==> config.mk <==
export PLATFORM = sky130hd
export DESIGN_NAME = cross_bar_slave_mem
export DESIGN_NICKNAME = d
export VERILOG_FILES = /design/src/rtl/cross_bar_slave_mem.sv
export SDC_FILE = /design/constraint.sdc
export NUM_CORES = 1
export LEC_CHECK = 0
export ABC_AREA = 0
export CAP_MARGIN = 20
export CORE_UTILIZATION = 30
export CTS_CLUSTER_SIZE = 16
export DETAILED_ROUTE_END_ITERATION = 8
export DONT_BUFFER_PORTS = 1
export SETUP_SLACK_MARGIN = 0.05
export SYNTH_ARGS = -nofsm -noshare
export SYNTH_HDL_FRONTEND = slang
export SYNTH_SLANG_ARGS = --single-unit
==> constraint.sdc <==
create_clock -name clk -period 5.1 [get_ports clk]
set_input_delay 0.51 -clock clk [delete_from_list [all_inputs] [get_ports clk]]
set_output_delay 0.51 -clock clk [all_outputs]
set_load 0.05 [all_outputs]
==> src/rtl/cross_bar_slave_mem.sv <==
// Word-addressed RAM endpoint for one crossbar slave port, fixed wait states.
// Define CROSS_BAR_SLAVE_MEM_ERR_EN for slave_err and an out-of-range check.
module cross_bar_slave_mem #(
  parameter int ADDR_W      = 32,
  parameter int DATA_W      = 32,
  parameter int SLAVE_W     = 2,
  parameter int DEPTH       = 16,
  parameter int WAIT_CYCLES = 2
) (
  input  logic              clk,
  input  logic              aresetn,
  input  logic              slave_req,
  input  logic [ADDR_W-1:0] slave_addr,
  input  logic              slave_cmd,
  input  logic [DATA_W-1:0] slave_wdata,
  output logic              slave_ack,
  output logic [DATA_W-1:0] slave_rdata
`ifdef CROSS_BAR_SLAVE_MEM_ERR_EN
  ,
  output logic              slave_err
`endif
);

  localparam int IDX_W = $clog2(DEPTH);
  localparam int CNT_W =
    (WAIT_CYCLES > 0) ? $clog2(WAIT_CYCLES + 1) : 1;
  localparam logic [CNT_W-1:0] CNT_LD  = CNT_W'(WAIT_CYCLES);
  localparam logic [CNT_W-1:0] CNT_ONE = CNT_W'(1);
  localparam logic [DATA_W-1:0] ERR_DATA = DATA_W'(32'hDEADBEEF);

  typedef enum logic [1:0] {
    S_IDLE,
    S_WAIT,
    S_ACK,
    S_REL
  } state_t;

  state_t state;
  state_t state_nx;

  logic [ADDR_W-1:0] addr_q;
  logic              cmd_q;
  logic [DATA_W-1:0] wdata_q;
  logic [CNT_W-1:0]  cnt;
  logic [DATA_W-1:0] mem [DEPTH];
  logic [IDX_W-1:0]  idx;
  logic              oor;
  logic              do_ack;
  logic              unused_addr;

  assign idx    = addr_q[2 +: IDX_W];
  assign do_ack = (state == S_ACK);

`ifdef CROSS_BAR_SLAVE_MEM_ERR_EN
  assign oor = |addr_q[ADDR_W-SLAVE_W-1 : 2+IDX_W];
  assign unused_addr =
    ^{addr_q[1:0], addr_q[ADDR_W-1 -: SLAVE_W]};
`else
  assign oor = 1'b0;
  assign unused_addr =
    ^{addr_q[1:0], addr_q[ADDR_W-1 : 2+IDX_W]};
`endif

  always_ff @(posedge clk) begin
    if (!aresetn) begin
      state <= S_IDLE;
    end else begin
      state <= state_nx;
    end
  end

  always_comb begin
    state_nx = state;
    unique case (state)
      S_IDLE: begin
        if (slave_req) begin
          state_nx = (WAIT_CYCLES == 0) ? S_ACK : S_WAIT;
        end
      end
      S_WAIT: begin
        if (cnt == CNT_ONE) begin
          state_nx = S_ACK;
        end
      end
      S_ACK: state_nx = S_REL;
      S_REL: begin
        // req stays high past ack; wait for it to drop
        if (!slave_req) begin
          state_nx = S_IDLE;
        end
      end
      default: state_nx = S_IDLE;
    endcase
  end

  always_ff @(posedge clk) begin
    if (!aresetn) begin
      addr_q  <= '0;
      cmd_q   <= 1'b0;
      wdata_q <= '0;
      cnt     <= '0;
    end else if (state == S_IDLE && slave_req) begin
      addr_q  <= slave_addr;
      cmd_q   <= slave_cmd;
      wdata_q <= slave_wdata;
      cnt     <= CNT_LD;
    end else if (state == S_WAIT) begin
      cnt <= cnt - CNT_ONE;
    end
  end

  always_ff @(posedge clk) begin
    if (!aresetn) begin
      slave_ack   <= 1'b0;
      slave_rdata <= '0;
      for (int i = 0; i < DEPTH; i++) begin
        mem[i] <= '0;
      end
    end else begin
      slave_ack <= do_ack;
      if (do_ack) begin
        if (oor) begin
          if (!cmd_q) begin
            slave_rdata <= ERR_DATA;
          end
        end else if (cmd_q) begin
          mem[idx] <= wdata_q;
        end else begin
          slave_rdata <= mem[idx];
        end
      end
    end
  end

`ifdef CROSS_BAR_SLAVE_MEM_ERR_EN
  always_ff @(posedge clk) begin
    if (!aresetn) begin
      slave_err <= 1'b0;
    end else begin
      slave_err <= do_ack & oor;
    end
  end
`endif

endmodule

* Word level (Yosys, flattened, before mapping)
Memory sizes are Yosys's and may differ from the RTL's. A register that Yosys moved wholly into a read port is not among the register bits.
Cells that the tools add are included.
** Word-level totals
- Register bits after elaboration :: 44
- RAM bits :: 512
- Input port bits :: 68
- Output and inout bits :: 33
- Memories :: 1
** Cells by class
- Add/subtract/negate cells :: 1
- Equality and inequality tests :: 7
- Muxes and demuxes :: 14
- Bitwise operators :: 2
- Reductions and logical operators :: 8
** Memories
- mem :: words 16, width 32, read ports 1, clocked after Yosys merged registers in 1, write ports 16, RTL line 45 : logic [DATA_W-1:0] mem [DEPTH];
** Operator list (count)
- $mux 32 :: 1
- $reduce_or 32->1 :: 1
- $mux 2 :: 5
- $pmux 2 s4 :: 1
- $mux 1 :: 6
- $ne 2x2->1 const B :: 3
- $eq 2x1->1 const B :: 2
- $eq 2x2->1 const B :: 2
- $mux 4 :: 1
- $reduce_and 3->1 :: 1
- $logic_not 2->1 :: 1
- $not 1->1 :: 2
- $reduce_and 2->1 :: 1
- $reduce_bool 2->1 :: 1
- $reduce_or 2->1 :: 1
- $sub 2x1->2 const B :: 1
- $logic_and 1x1->1 :: 1
- $logic_not 1->1 :: 1

* Logic depth before layout (Yosys ltp)
- Depth in word-level cells :: 6
- Mapped depth :: 8

* Worst setup path after synthesis
Ideal clock, no wire load.
- Path type :: input to register
- Start point :: in aresetn
- End point :: mem mem[8][0] (enable)
- Library setup time :: 0.466 ns
- Data arrival time :: 3.502 ns
- Required time :: 4.634 ns
- Setup slack :: 1.132 ns
- Stages :: 5
- Path through :: buf_4 nand2_2 or3_1 buf_6 o21ai_0
** RTL lines
- from (decl) :: RTL line 11 : input logic aresetn,
- to (decl) :: RTL line 45

==> out/metrics.yaml <==
drc: 0
finalClockSkew_ns: 0.02014
dr.pass1.iters: 5
gp_congestion: 0.7483
pwr_density_cell_nw_per_um2: 414.1
cts_inserted_buffers: 58
max_stage_delay_ns: 0.65
hp-start: "aresetn"
yosysSeqAreaShare_pct: 65.23
finalHoldViolCount: 0
yosysUniqueCellTypes: 37
critPathBufInv: 3
drive_gt1_share_pct: 10.41
dpl.cell_count: 2908
die_h_um: 295.5
syn_avg_cell_area_um2: 13.61
core-area_um2: 85280
end_kind: "flip-flop"
status: "complete, no violations"
critPathTopFamily: "simple AND/OR/NAND/NOR gates"
grt_usage_pct: 15.39
cts_tree: "done"
cp.required_ns: 5.42
async_flop_share_pct: 0
worstSetupPathType: "flip-flop to flip-flop"
hp-class: "input port to flip-flop"
ant_nets: 0
antenna_found_initial: 2
worstReg2RegStart: "state[0]"
root_buffer: "clkbuf_16"
synth-seq-cells: 586
synth_nets: 1972
syn-instance-count: 1899
clk-insertion-delay-late_ns: 0.62
crit_chain: "inv_1 -> ha_1 -> nand2_2 -> or3_1 -> nor3_4 -> buf_4 -> nand2b_2 -> buf_16"
fin_crit_ns: 3.414
dp_slack_ns: 1.492
viasPerCell: 4.897
cap_viol_max_count: 0
maxSlewViolCount: 0
layout.nets: 1918
fmax_mhz: 292.9
worst_path_max_delay_cell: "nand2b_2"
io_pins: 101
start_util_pct: 30.30
cts_num_sinks: 586
startpoint: "state[0]"
finalCritPeriodShare_pct: 66.94
first_iter_violations: 1188
dp_hpwl_um: 38580
worstMarginPinSlew_ns: 1.118
max_slew_margin_pct: 25.49
crit_fanout: 33
first_global_vias: 14740
rsz0062_at_grt: "no"
grt_max_degree: 69
utilization_pct: 34.20
netlist_area_um2: 25840
io_buffers: 0
synth-edff-count: 512
ir_worst_vdd_uv: 256.5
cts-root-to-sink-buffers: 3
mostFrequentLayoutCells: "and2_1, edfxtp_1, mux2i_1"
cp.arrival_ns: 3.74
post_cts_resized: 0
wire_per_inst_um: 22.22
p_leak_nw: 9.827
dr_total_vias: 14880
area_growth_pct: 12.85
yosys_warnings: 0
instances_no_fill: 3038
setup_viol: 0
cp-start-kind: "flip-flop"
fp-row-count: 107
wl_um: 67500
setup_tns_ns: 0
grt_pass1_wl_um: 98020
die-area_um2: 87320
fin_ws_ns: 1.686
clk_pin_slew_ns: 0.07
ys.flop_type: "edfxtp_1"
fp.dieW_um: 295.5
h-tree-depth: 2
overflow: 0
## report_power, final
group | internal [mW] | switching, mW | leakage [nW]
combinational | 0.520 | 0.822 | 2.96
clock | 2.62 | 1.83 | 0.979
sequential | 5.49 | 0.795 | 5.89
total | 8.63 | 3.45 | 9.83
## worst paths after layout
path                      to  cells after the start  slack (ns)
min reg2reg           cnt[1]                      2        0.57
max reg2reg       mem[0][27]                      8        1.69
max               mem[0][27]                      8        1.69
min          slave_rdata[11]                      2        0.03
## kinds of logic after synthesis
kind of cell             after synthesis  share of synthesized area (%)
AO/OA/AOI/OAI                        244                          5.762
XOR/XNOR                               1                        0.03390
adder cells (fa/ha/maj)                5                         0.2421
buffers and inverters                175                          3.229
flip-flops                           586                          65.23
multiplexers                         227                          10.34
AND/OR/NAND/NOR                      661                          15.16
## area by class of cell
type | count | area, um2
fillers | 8177 | 56120
flip-flops and latches | 586 | 16860
repair buffers | 55 | 515.5
clock buffers | 75 | 1649
diodes | 1 | 2.502
well taps | 1144 | 1431
multi-input cells | 1138 | 8349
inverters | 6 | 22.52
clock inverters | 33 | 327.8
## sequential cells by signal, indices dropped and copies added (netlist names)
register	count
slave_ack	1
slave_rdata	32
cnt	2
wdata_q	32
mem	512
state	2
addr_q	4
cmd_q	1
## worst register-to-register path: cells and delay by family, from the launching register on
| kind | cells | cell delay [ns] |
|---|---|---|
| adders and majority gates | 1 | 0.34 |
| buffers and inverters | 3 | 0.83 |
| and+or+nand+nor | 4 | 1.62 |
| DFF | 1 | 0.33 |
## cell usage after synthesis, types with 2 or more instances
library cell,instances,area share (%)
and2_1,514,12
buf_6,4,0.17
or3_1,2,0.048
clkbuf_2,33,0.64
dfxtp_1,74,5.7
o21ai_1,21,0.41
a31oi_1,32,0.77
buf_1,6,0.087
a21boi_0,10,0.29
o22ai_1,64,1.5
mux4_2,32,2.8
ha_1,5,0.24
nand3b_1,2,0.058
nor3_4,4,0.25
mux2i_1,195,7.6
nand2_1,77,1.1
nor2_4,6,0.26
buf_4,23,0.67
nand2b_1,7,0.17
nor2b_1,3,0.073
inv_1,6,0.087
buf_2,16,0.31
nand3_1,2,0.039
o21ai_0,56,1.1
a221oi_1,32,1.1
nor2_1,38,0.55
edfxtp_1,512,59
a21oi_1,28,0.54
clkbuf_1,87,1.3
## per-layer routing
layer / global-route usage, % / routed length (um) / vias up
met5: 0 / 17 / -
met4: 4.613 / 1720 / 2
met3: 4.638 / 5655 / 100
met2: 25.33 / 31970 / 467
met1: 19.40 / 28140 / 7555
li1: - / - / 6752
## stage by stage
step	hold slack, ns	instance area [um2]	total power [mW]
global placement	0.5389	26920	7.676
global route	0.01262	29160	12.49
floorplan	0.4707	25840	7.143
finish	0.02821	29160	12.08
detailed placement	0.5633	26960	7.727
CTS	0.001672	29130	12.15
## what timing repair did
item / 4_1_cts / 5_1_grt
hold buffers: 20 / 0
hold endpoints to repair: 20 / 0
setup buffers: 0 / 0
(Power assumes the default switching activity.)
